==> src/rtl/adder_axis_pkg.sv <==
// Shared types and helpers for the AXI-Stream adder and its downstream accumulator.
package adder_axis_pkg;

   typedef enum logic {
      ACCUM  = 1'b0,
      OUTPUT = 1'b1
   } acc_state_t;

   // AXI-Stream tdata must be a whole number of bytes.
   function automatic int axis_width(input int w);
      return ((w + 7) / 8) * 8;
   endfunction

endpackage

==> src/rtl/adder_axis_acc_if.sv <==
// Input and output AXI-Stream channels of the accumulator.
// ADDER_AXIS_ACC_TLAST_EN adds data_i_tlast/data_o_tlast to both modports.
interface adder_axis_acc_if #(
   parameter int IN_AXIS_WIDTH  = 8,
   parameter int OUT_AXIS_WIDTH = 8
);

   logic [IN_AXIS_WIDTH-1:0]  data_i_tdata;
   logic                      data_i_tvalid;
   logic                      data_i_tready;
   logic [OUT_AXIS_WIDTH-1:0] data_o_tdata;
   logic                      data_o_tvalid;
   logic                      data_o_tready;

`ifdef ADDER_AXIS_ACC_TLAST_EN
   logic                      data_i_tlast;
   logic                      data_o_tlast;

   modport slave (
      input  data_i_tdata, data_i_tvalid, data_i_tlast, data_o_tready,
      output data_i_tready, data_o_tdata, data_o_tvalid, data_o_tlast
   );

   modport master (
      output data_i_tdata, data_i_tvalid, data_i_tlast, data_o_tready,
      input  data_i_tready, data_o_tdata, data_o_tvalid, data_o_tlast
   );
`else
   modport slave (
      input  data_i_tdata, data_i_tvalid, data_o_tready,
      output data_i_tready, data_o_tdata, data_o_tvalid
   );

   modport master (
      output data_i_tdata, data_i_tvalid, data_o_tready,
      input  data_i_tready, data_o_tdata, data_o_tvalid
   );
`endif

endinterface

==> src/rtl/adder_axis_acc_cu.sv <==
// Control unit of the accumulator: ACCUM/OUTPUT FSM, beat counter, handshake
// signals and load strobes for the datapath registers in the top module.
module adder_axis_acc_cu
   import adder_axis_pkg::*;
#(
   parameter int ACC_LEN = 4
) (
   input  logic aclk,
   input  logic aresetn,
   input  logic in_valid,
   input  logic in_last,
   input  logic out_ready,
   output logic in_ready,
   output logic out_valid,
   output logic acc_ce,
   output logic acc_clr,
   output logic out_ce
);

   localparam int CNT_WIDTH = $clog2(ACC_LEN);
   localparam logic [CNT_WIDTH-1:0] CNT_LAST = CNT_WIDTH'(ACC_LEN - 1);

   acc_state_t           state;
   acc_state_t           next_state;
   logic [CNT_WIDTH-1:0] cnt;
   logic                 ready_q;
   logic                 in_hs;
   logic                 frame_end;

   assign in_hs     = in_valid & ready_q;
   assign frame_end = in_hs & ((cnt == CNT_LAST) | in_last);

   // ready_q is registered so it reads 0 during reset and only rises once
   // the FSM is actually able to take a beat.
   always_ff @(posedge aclk or negedge aresetn) begin
      if (!aresetn) begin
         state   <= ACCUM;
         ready_q <= 1'b0;
         cnt     <= '0;
      end else begin
         state   <= next_state;
         ready_q <= (next_state == ACCUM);
         if (frame_end)
            cnt <= '0;
         else if (in_hs)
            cnt <= cnt + 1'b1;
      end
   end

   always_comb begin
      next_state = state;
      case (state)
         ACCUM:   if (frame_end) next_state = OUTPUT;
         OUTPUT:  if (out_ready) next_state = ACCUM;
         default: next_state = ACCUM;
      endcase
   end

   always_comb begin
      in_ready  = ready_q;
      out_valid = (state == OUTPUT);
      acc_ce    = in_hs;
      acc_clr   = frame_end;
      out_ce    = frame_end;
   end

endmodule

==> src/rtl/adder_axis_acc.sv <==
// AXI-Stream accumulator: sums ACC_LEN input beats into one output beat.
// Optional early frame close on tlast with ADDER_AXIS_ACC_TLAST_EN.
module adder_axis_acc
   import adder_axis_pkg::*;
#(
   parameter int DATA_WIDTH     = 5,
   parameter int ACC_LEN        = 4,
   parameter int ACC_WIDTH      = DATA_WIDTH + $clog2(ACC_LEN),
   parameter int IN_AXIS_WIDTH  = axis_width(DATA_WIDTH),
   parameter int OUT_AXIS_WIDTH = axis_width(ACC_WIDTH)
) (
   input logic             aclk,
   input logic             aresetn,
   adder_axis_acc_if.slave axis
);

   logic [ACC_WIDTH-1:0] acc;
   logic [ACC_WIDTH-1:0] out_data;
   logic [ACC_WIDTH-1:0] sum_next;
   logic                 in_last;
   logic                 out_valid;
   logic                 acc_ce;
   logic                 acc_clr;
   logic                 out_ce;

   generate
      if (IN_AXIS_WIDTH > DATA_WIDTH) begin : g_pad
         logic unused_hi;
         assign unused_hi = ^axis.data_i_tdata[IN_AXIS_WIDTH-1:DATA_WIDTH];
      end
   endgenerate

`ifdef ADDER_AXIS_ACC_TLAST_EN
   assign in_last           = axis.data_i_tlast;
   assign axis.data_o_tlast = out_valid;
`else
   assign in_last = 1'b0;
`endif

   assign sum_next = acc + ACC_WIDTH'(axis.data_i_tdata[DATA_WIDTH-1:0]);

   adder_axis_acc_cu #(
      .ACC_LEN (ACC_LEN)
   ) u_cu (
      .aclk      (aclk),
      .aresetn   (aresetn),
      .in_valid  (axis.data_i_tvalid),
      .in_last   (in_last),
      .out_ready (axis.data_o_tready),
      .in_ready  (axis.data_i_tready),
      .out_valid (out_valid),
      .acc_ce    (acc_ce),
      .acc_clr   (acc_clr),
      .out_ce    (out_ce)
   );

   // The closing beat goes straight into the output register, so the
   // accumulator itself restarts from zero on the same edge.
   always_ff @(posedge aclk or negedge aresetn) begin
      if (!aresetn) begin
         acc      <= '0;
         out_data <= '0;
      end else begin
         if (acc_clr)
            acc <= '0;
         else if (acc_ce)
            acc <= sum_next;
         if (out_ce)
            out_data <= sum_next;
      end
   end

   assign axis.data_o_tdata  = OUT_AXIS_WIDTH'(out_data);
   assign axis.data_o_tvalid = out_valid;

endmodule

==> src/flat_wrapper.sv <==
// flat-port wrapper written by rule: the top's interface ports become plain ports
module adder_axis_acc_flat import adder_axis_pkg::*;
#(
   parameter int DATA_WIDTH     = 5,
   parameter int ACC_LEN        = 4,
   parameter int ACC_WIDTH      = DATA_WIDTH + $clog2(ACC_LEN),
   parameter int IN_AXIS_WIDTH  = axis_width(DATA_WIDTH),
   parameter int OUT_AXIS_WIDTH = axis_width(ACC_WIDTH)
)
  (aclk, aresetn, axis_data_i_tdata, axis_data_i_tvalid, axis_data_o_tready, axis_data_i_tready, axis_data_o_tdata, axis_data_o_tvalid);
  adder_axis_acc_if #(.IN_AXIS_WIDTH(IN_AXIS_WIDTH), .OUT_AXIS_WIDTH(OUT_AXIS_WIDTH)) axis_i ();
  input logic aclk;
  input logic aresetn;
  input wire logic [$bits(axis_i.data_i_tdata)-1:0] axis_data_i_tdata;
  input wire logic [$bits(axis_i.data_i_tvalid)-1:0] axis_data_i_tvalid;
  input wire logic [$bits(axis_i.data_o_tready)-1:0] axis_data_o_tready;
  output wire logic [$bits(axis_i.data_i_tready)-1:0] axis_data_i_tready;
  output wire logic [$bits(axis_i.data_o_tdata)-1:0] axis_data_o_tdata;
  output wire logic [$bits(axis_i.data_o_tvalid)-1:0] axis_data_o_tvalid;
  assign axis_i.data_i_tdata = axis_data_i_tdata;
  assign axis_i.data_i_tvalid = axis_data_i_tvalid;
  assign axis_i.data_o_tready = axis_data_o_tready;
  assign axis_data_i_tready = axis_i.data_i_tready;
  assign axis_data_o_tdata = axis_i.data_o_tdata;
  assign axis_data_o_tvalid = axis_i.data_o_tvalid;
  adder_axis_acc #(.DATA_WIDTH(DATA_WIDTH), .ACC_LEN(ACC_LEN), .ACC_WIDTH(ACC_WIDTH), .IN_AXIS_WIDTH(IN_AXIS_WIDTH), .OUT_AXIS_WIDTH(OUT_AXIS_WIDTH)) u_core (.aclk(aclk), .aresetn(aresetn), .axis(axis_i));
endmodule
==> config.mk <==
export PLATFORM = sky130hd
export DESIGN_NAME = adder_axis_acc_flat
export DESIGN_NICKNAME = d
export VERILOG_FILES = /design/src/rtl/adder_axis_pkg.sv /design/src/rtl/adder_axis_acc_if.sv /design/src/rtl/adder_axis_acc_cu.sv /design/src/rtl/adder_axis_acc.sv /design/src/flat_wrapper.sv
export SDC_FILE = /design/constraint.sdc
export NUM_CORES = 1
export LEC_CHECK = 0
export ABC_AREA = 1
export BUFFER_PORTS_ARGS = -buffer_cell sky130_fd_sc_hd__buf_2
export CAP_MARGIN = 20
export CORE_UTILIZATION = 52
export CTS_CLUSTER_DIAMETER = 30
export DETAILED_ROUTE_END_ITERATION = 10
export GPL_ROUTABILITY_DRIVEN = 0
export PLACE_DENSITY = 0.83
export RECOVER_POWER = 100
export SYNTH_ARGS = -nofsm -noshare
export SYNTH_HDL_FRONTEND = slang
export SYNTH_SLANG_ARGS = --single-unit
export TNS_END_PERCENT = 30
==> constraint.sdc <==
create_clock -name aclk -period 1.9 [get_ports aclk]
set_input_delay 0.38 -clock aclk [delete_from_list [all_inputs] [get_ports aclk]]
set_output_delay 0.38 -clock aclk [all_outputs]
set_load 0.05 [all_outputs]
==> results of run 1 <==
==> worst max-delay path, stage by stage, from the launching register on <==
cell     delay, ns
dfrtp_1       0.36
ha_1          0.17
inv_1         0.06
fa_1          0.38
inv_1         0.08
nand2_1       0.07
nand2_1       0.10
nand3_1       0.08
nand3_1       0.09
nand3_1       0.08
nand2_1       0.07
==> cells by family after synthesis <==
kind of cell    after synthesis  share of synthesized area
compound gates               10                     0.0639
buf+inv                      23                      0.103
fa+ha+maj                     7                     0.0934
other cells                   1                    0.00368
flops                        18                      0.442
simple gates                 68                      0.294
==> cells in the final DEF, fill, tap and decap left out <==
master    count
nand2_1      46
inv_1        19
dfrtp_1      18
nand3_1      15
clkbuf_1     10
buf_2         7
ha_1          6
nor2_1        5
o21ai_0       3
clkbuf_4      3
o21ai_1       2
nand2_2       2
o21ai_2       2
inv_2         1
o22ai_1       1
a21oi_1       1
a21o_1        1
fa_1          1
conb_1        1
==> worst max-delay path by stage <==
| stage | endpoint | cells after the start |
|---|---|---|
| 6_report | u_core.out_data[6] | 10 |
| 4_1_cts | u_core.out_data[6] | 10 |
| 3_3_place_gp | u_core.out_data[6] | 11 |
| 5_1_grt | u_core.acc[6] | 10 |
| 3_5_place_dp | u_core.out_data[6] | 11 |
| 2_1_floorplan | u_core.out_data[6] | 10 |
==> power groups by stage <==
stage	clock [mW]	combinational, mW	sequential, mW
floorplan	0	0.655	0.969
global placement	0	1.14	0.671
detailed placement	0	1.18	0.682
CTS	0.188	1.18	0.674
global route	0.200	1.24	0.694
finish	0.182	1.11	0.675
==> routing by layer <==
| metal | global-route usage | up-vias | share of wire |
|---|---|---|---|
| li1 | - | 428 | - |
| met1 | 0.283 | 384 | 0.46 |
| met2 | 0.332 | 25 | 0.48 |
| met3 | 0.0392 | 5 | 0.043 |
| met4 | 0.100 | 0 | 0.018 |
| met5 | 0 | - | 0 |
==> registers in the layout (all words and copies together) (netlist names) <==
name                   cells
u_core.u_cu.out_valid      1
u_core.u_cu.cnt            2
u_core.acc                 7
u_core.out_data            7
u_core.u_cu.in_ready       1
==> stage by stage <==
| step | hold WS [ns] | instance area [um^2] | instances | power (mW) | worst slack (ns) |
|---|---|---|---|---|---|
| global route | 0.287 | 1090 | 169 | 2.13 | 0.147 |
| finish | 0.206 | 1090 | 169 | 1.96 | 0.308 |
| global placement | 0.320 | 1100 | 166 | 1.81 | 0.222 |
| floorplan | 0.0844 | 1020 | 127 | 1.62 | 0.428 |
| detailed placement | 0.335 | 1100 | 166 | 1.86 | 0.198 |
| CTS | 0.0189 | 1130 | 169 | 2.04 | 0.305 |
==> final cells by class <==
type / count / area [um^2]
Clock buffer: 3 / 22.5
Inverter: 20 / 75.1
Tap cell: 25 / 31.3
Timing Repair Buffer: 17 / 72.6
Fill cell: 180 / 692
Sequential cell: 18 / 450
Multi-Input combinational cell: 86 / 439
==> run summary, run 1 <==
Status = complete, no violations
Crit path launch = u_core.acc[0]
DR DRC count = 0
Gate power share = 0.563
Post-synth top area cell = dfrtp_1
Clock power share = 0.093
Via count = 842
GR Overflow Total = 0
Worst vdd ir = 965 uV
RSZ-0062 raised after global routing = no
Cts repair resizes = 0
CTS root buffer = clkbuf_4
Die Width = 46.3 um
Power density cells = 1800 nW/um^2
YS warnings = 0
Synth top area share = 0.442
Syn avg cell area = 8.02 um^2
Ant. Diodes = 0
Routed len/inst = 11.1 um
Fin crit period = 1.59 ns
P_leak = 0.623 nW
Switching power total = 1.02 mW
Clock transition at path regs = 0.09 ns
Post-route clock period utilization = 0.838
Largest net degree at the start of global routing = 19
Worst Hold Class = input pin to asynchronous set/reset pin
Pre-antenna DRT Iters = 4
Synthesized Nets = 146
FF-to-FF setup slack = 0.31 ns
Htree depth = 1
Tot GR Track Use = 0.212
I/O pin total = 22
Initial Utilization = 0.571
Reg power frac = 0.344
# setup viols final = 0
Hold Violations, Final = 0
Share of cells above drive strength 1 = 0.104
Die Span Y = 46.3 um
Vias in the first global route = 778
Switching share of power = 0.521
Post-CTS Setup Bufs = 0
Initial antenna violation count = 0
Number of flops mapped to enable cells by yosys = 0
Area Overhead vs Synth = 7.13%
WS Path Type = register to register
Ranking of synthesized cells by area = dfrtp_1 (44%), nand2_1 (16%), ha_1 (7.4%)
Worst-path fanout max = 3
Nets = 165
Seq cells post-synth = 18
Fmax = 628 MHz
Synth unique cells = 18
Post-synthesis sequential area ratio = 0.442
Iteration-0 DRC Markers = 16
Hold buffers post-CTS = 0
CTS Sinks = 18
Critical Path AT = 1.82 ns
Clk_skew = 0.00174 ns
Final Max Tran Viols = 0
Setup tns final = 0 ns
Reg2Reg Depth = 10
Vias per inst = 4.98
Inserted Clock Buffers = 3
Worst Setup End Kind = register
Total wire length = 1880 um
Top-count cell post-synth = nand2_1
Internal power = 0.941 mW
Top_reg_cell synth = dfrtp_1
Startpoint type of the worst setup path = register
CTS Buffer Depth = 2
Reg-to-reg startpoint = u_core.acc[0]
Area of the die = 2140 um^2
Area of the core = 1780 um^2
Synth cell count leaders = nand2_1 (44), dfrtp_1 (18), inv_1 (17)
Worst rel slew slack = 0.368
Clk_lat worst skew = 0.29 ns
Max-cap viol count = 0
CP required = 2.13 ns
Area of the mapped netlist = 1020 um^2
Final Util = 0.612
Slew @ Worst Pin = 0.949 ns
I/O Buffers = 17
HPWL after DPL = 1480 um
First-pass GRT wire length = 3160 um
Ys async rst share = 1.00
Post-synthesis cell count = 127
R2r endpoint = u_core.out_data[6]
# rows = 15
DRT antenna net count = 0
CTS tree = yes
Note: power is estimated with default switching activity, not from simulation.
==> inputs of run 2 (changes only) <==
Settings changed: ABC_AREA 1 to 0, CORE_UTILIZATION 52 to 46, PLACE_DENSITY 0.83 to 0.79.
Clock period 1.9 ns to 1.4 ns, I/O delays scaled along.
==> run 2 against run 1 <==
Effect of this change: highest routed layer unchanged; clock-buffer cell count unchanged; synthesized area decreased by 7.6%; the flow now finishes with violations (setup timing); cell count shrank 11%; clock power is 36% higher; via count shrank 9.0%; first-iteration DRC count decreased by 19%; sequential share of layout area down 4.2 points; sequential power rose by 35%; sequential cell count is the same.
==> run summary, run 2 <==
Power density cells = 2460 nW/um^2
Regs by FF count = u_core.acc x7, u_core.out_data x7, u_core.u_cu.cnt x2
CP max stage cell = dfrtp_1
Worst Setup End Kind = register
Htree depth = 1
DRT antenna net count = 0
Largest net degree at the start of global routing = 19
Critical-path cell list = ha_2, inv_1, fa_2, nand2b_4, a21oi_2, xnor2_1, o31ai_1
Tot GR Track Use = 0.211
Commonest non-fill, non-tap cell in the layout = dfrtp_1
Ys async rst share = 1.00
Worst-path fanout max = 3
Ranking of synthesized cells by area = dfrtp_1 (48%), ha_1 (8.0%), nand2_1 (6.4%)
Number of flops mapped to enable cells by yosys = 0
Top_reg_cell synth = dfrtp_1
CTS Sinks = 18
HPWL after DPL = 1420 um
Area of the mapped netlist = 941 um^2
Hold Path Origin = axis_data_o_tready
Area of the die = 2230 um^2
RSZ-0062 raised after global routing = yes
Iteration-0 DRC Markers = 13
Synth top area share = 0.479
Vias per inst = 5.11
Ant. Diodes = 0
Post-synth top area cell = dfrtp_1
Final Max Tran Viols = 0
Max incr delay on CP = 0.37 ns
Worst Hold Class = input pin to register
YS warnings = 0
DR DRC count = 0
Pre-antenna DRT Iters = 3
Via count = 766
Routed len/inst = 12.3 um
Startpoint type of the worst setup path = register
Post-synthesis cell count = 94
Synthesized Nets = 113
Seq cells post-synth = 18
Total wire length = 1850 um
CTS tree = yes
Share of cells above drive strength 1 = 0.376
CP required = 1.59 ns
# setup viols final = 10
P_leak = 0.609 nW
Inserted Clock Buffers = 3
CP bufs+invs = 1
Initial antenna violation count = 0
Area of the core = 1820 um^2
Post-placement cell area = 1140 um^2
Worst vdd ir = 1530 uV
Most frequent cells in the layout = dfrtp_1 (18), nand2_1 (16), buf_4 (13)
Crit path launch = u_core.acc[0]
Syn avg cell area = 10.0 um^2
Clk_lat worst skew = 0.28 ns
# rows = 15
WS Path Type = register to register
Critical Path AT = 1.81 ns
Fin crit period = 1.62 ns
Clk_skew = 0.00511 ns
Area Overhead vs Synth = 29.0%
Fin area = 1210 um^2
Status = finished with violations
GR Overflow Total = 0
Vias in the first global route = 732
Reg-to-reg startpoint = u_core.acc[0]
CTS Buffer Depth = 2
Hold Violations, Final = 0
Synth cell count leaders = dfrtp_1 (18), nand2_1 (16), ha_1 (6), inv_1 (6), o21ai_0 (6)
Die Width = 47.2 um
Final worst setup slack = -0.216 ns
Post-route clock period utilization = 1.15
Cell family with most CP delay = adder cells
I/O pin total = 22
Post-synthesis sequential area ratio = 0.479
First-pass GRT wire length = 3220 um
I/O Buffers = 17
Synth unique cells = 27
Top-count cell post-synth = dfrtp_1
Violated checks = setup timing
CTS root buffer = clkbuf_4
Setup tns final = -1.57 ns
Clock transition at path regs = 0.10 ns
Initial Utilization = 0.517
Fmax = 619 MHz
Nets = 146
Die Span Y = 47.2 um
Final Util = 0.667
Max-cap viol count = 0
[run 2: layout make-up]
type / instances / area (um^2)
multi-input combinational: 66 / 489
inverter: 6 / 22.5
clock buffer: 3 / 22.5
fill: 153 / 607
tap: 25 / 31.3
sequential: 18 / 450
timing repair buffer: 32 / 198
[run 2: cells by family after synthesis]
family	share of synthesized area
simple gates	0.120
compound gates	0.172
flops	0.479
buf+inv	0.0519
fa+ha+maj	0.101
xor+xnor	0.0372
mux	0.0359
other cells	0.00399
[run 2: where the power goes]
part | internal [mW] | switching [mW] | leakage [nW]
Sequential | 0.761 | 0.149 | 0.220
Combinational | 0.731 | 1.10 | 0.375
Clock | 0.0998 | 0.148 | 0.0138
Total | 1.59 | 1.39 | 0.609
[run 2: repair_timing]
item                                    CTS  global route
gates resized for setup                   6             2
hold buffers                              1             0
endpoints found under the hold margin    18             0
setup buffers                             1             1
pin swaps                                 3             0
cloned                                    0             0
endpoints found under the setup margin   11            12
[run 2: path summary, 6_finish.rpt]
check / to / slack, ns / depth (start not counted)
min: u_core.u_cu.in_ready / 0.24 / 2
max: u_core.acc[4] / -0.22 / 7
max reg2reg: u_core.acc[4] / -0.22 / 7
min in group asynchronous: u_core.out_data[1] / 0.46 / 2
max in group asynchronous: u_core.out_data[6] / 0.64 / 2
min reg2reg: u_core.out_data[1] / 0.49 / 2
[run 2: worst register-to-register path, cell delays in order (launching register included)]
cell and delay (ns):
dfrtp_1 0.37, ha_2 0.18, inv_1 0.05, fa_2 0.35
nand2b_4 0.17, a21oi_2 0.13, xnor2_1 0.09, o31ai_1 0.20
[run 2: routing by layer]
layer / wire, um / global-route usage
met5: 0 / 0
met1: 797 / 0.259
met2: 984 / 0.381
met4: 21 / 0.0686
met3: 46 / 0.0231
[run 2: per-stage QoR]
step           setup slack (ns)  hold WS (ns)  total power [mW]  cells
2_1_floorplan           -0.0809       -0.0156              2.13     94
3_3_place_gp             -0.191         0.226              2.56    144
3_5_place_dp             -0.257         0.230              2.64    144
4_1_cts                  -0.222         0.242              2.99    149
5_1_grt                  -0.315         0.239              3.22    150
6_report                 -0.216         0.243              2.99    150
==> inputs of run 3 (changes only) <==
--- a/config.mk
+++ b/config.mk
@@ -10,3 +10,3 @@
 export CAP_MARGIN = 20
-export CORE_UTILIZATION = 46
+export CORE_UTILIZATION = 35
 export CTS_CLUSTER_DIAMETER = 30
@@ -14,3 +14,3 @@
 export GPL_ROUTABILITY_DRIVEN = 0
-export PLACE_DENSITY = 0.79
+export PLACE_DENSITY = 0.64
 export RECOVER_POWER = 100
==> constraint.sdc (replaced) <==
create_clock -name aclk -period 1.4 [get_ports aclk]
set_input_delay 0.35 -clock aclk [delete_from_list [all_inputs] [get_ports aclk]]
set_output_delay 0.35 -clock aclk [all_outputs]
set_load 0.05 [all_outputs]
==> run 3 against run 2 <==
Effect of this change: the flow still finishes with violations (setup timing); critical path depth unchanged; core utilization down 17 points; clock power about the same; cell count grew 2.0%; via count is 1.4% higher; wire length increased by 4.1%; fmax fell by 0.83%; die area is 30% higher; sequential power rose by 2%.
==> run summary, run 3 (synthesis results as in run 2) <==
Max-cap viol count = 0
RSZ-0062 raised after global routing = yes
Clk_lat worst skew = 0.29 ns
Status = finished with violations
CP required = 1.60 ns
Endpoint, Worst Hold = u_core.u_cu.in_ready
Clock transition at path regs = 0.10 ns
Vias in the first global route = 719
CTS Sinks = 18
Fmax = 614 MHz
Fin area = 1230 um^2
R2r endpoint = u_core.acc[4]
Regs by FF count = u_core.acc x7, u_core.out_data x7, u_core.u_cu.cnt x2
Final worst setup slack = -0.229 ns
Ant. Diodes = 0
Initial antenna violation count = 0
Vias per inst = 5.08
Hold Violations, Final = 0
# rows = 18
Internal power = 1.60 mW
Non-Filler Instances = 153
GR Overflow Total = 0
Area Overhead vs Synth = 30.7%
Reg power frac = 0.307
Die Span Y = 53.9 um
Largest net degree at the start of global routing = 19
Pre-antenna DRT Iters = 4
Total wire length = 1920 um
Setup tns final = -1.52 ns
Area of the core = 2500 um^2
Hold Path Origin = axis_data_o_tready
Share of cells above drive strength 1 = 0.382
Worst Hold Class = input pin to register
Hold path cells = 2
First-pass GRT wire length = 3030 um
Power density cells = 2440 nW/um^2
Violated checks = setup timing
Critical Path AT = 1.82 ns
CTS Buffer Depth = 2
HPWL after DPL = 1400 um
FF-to-FF setup slack = -0.23 ns
Area of the die = 2900 um^2
Post-route clock period utilization = 1.16
Initial Utilization = 0.376
Worst Setup End Kind = register
Reg2Reg Depth = 7
Iteration-0 DRC Markers = 9
I/O pin total = 22
Routed len/inst = 12.6 um
DRT antenna net count = 0
CTS root buffer = clkbuf_4
Htree depth = 1
Via count = 777
Crit path launch = u_core.acc[0]
Fillers = 230
Post-placement cell area = 1140 um^2
CTS tree = yes
Final Util = 0.492
Worst vdd ir = 1600 uV
Fin crit period = 1.63 ns
Gate power share = 0.610
Most frequent cells in the layout = dfrtp_1 (18), nand2_1 (16), clkbuf_2 (11), buf_4 (11), buf_2 (7)
Startpoint type of the worst setup path = register
# setup viols final = 10
Switching share of power = 0.468
Clk_skew = 0.00610 ns
I/O Buffers = 17
Reg-to-reg startpoint = u_core.acc[0]
Power Total = 3.00 mW
Inserted Clock Buffers = 3
Final Max Tran Viols = 0
Nets = 144
DR DRC count = 0
Tot GR Track Use = 0.151
Area occupied by multi-input gates = 514 um^2
Commonest non-fill, non-tap cell in the layout = dfrtp_1
Die Width = 53.9 um
Worst-path fanout max = 3
WS Path Type = register to register
Register area = 450 um^2
P_leak = 0.601 nW
Switching power total = 1.41 mW
Cell count after placement = 148
Clock power share = 0.083
[run 3: cell type report]
| class | count | share of cell area |
|---|---|---|
| flip-flops and latches | 18 | 0.366 |
| inverters | 6 | 0.0183 |
| clock buffers | 3 | 0.0183 |
| multi-input cells | 66 | 0.418 |
| well taps | 30 | 0.0305 |
| repair buffers | 30 | 0.149 |
[run 3: what timing repair did]
item                                    CTS  global route
pin swaps                                 2             4
hold buffers                              1             0
endpoints found under the setup margin   11            11
setup buffers                             1             0
endpoints found under the hold margin    18             0
gates resized for setup                   4             7
[run 3: power groups by stage]
stage	logic, mW	registers (mW)	clock network [mW]
6_report	1.83	0.923	0.249
5_1_grt	1.99	0.959	0.294
2_1_floorplan	0.822	1.30	0
4_1_cts	1.75	0.911	0.271
3_3_place_gp	1.64	0.904	0
3_5_place_dp	1.68	0.922	0
[run 3: critical path: stages (launching register included)]
cell and delay (ns):
dfrtp_1 0.36, ha_2 0.20, inv_2 0.04, fa_2 0.33
nand2b_4 0.17, a21oi_4 0.14, xnor2_2 0.09, o31ai_1 0.21
[run 3: routing by layer]
metal | share of wire | GRT usage | vias to the layer above
li1 | - | - | 386
met1 | 0.47 | 0.170 | 358
met2 | 0.46 | 0.267 | 29
met3 | 0.052 | 0.0537 | 4
met4 | 0.011 | 0.0395 | 0
met5 | 0 | 0 | -
[run 3: stage by stage]
step | setup slack (ns) | hold slack, ns
2_1_floorplan | -0.0987 | 0.0544
3_3_place_gp | -0.276 | 0.293
3_5_place_dp | -0.323 | 0.305
4_1_cts | -0.229 | 0.296
5_1_grt | -0.274 | 0.297
6_report | -0.229 | 0.310
[run 3: worst max-delay path by stage]
stage,slack (ns),end,cells after the start
after CTS,-0.23,u_core.acc[4],7
after global placement,-0.28,u_core.out_data[6],8
final,-0.23,u_core.acc[4],7
after detailed placement,-0.32,u_core.acc[4],8
after global routing,-0.27,u_core.acc[4],7
after floorplan,-0.1,u_core.out_data[6],7
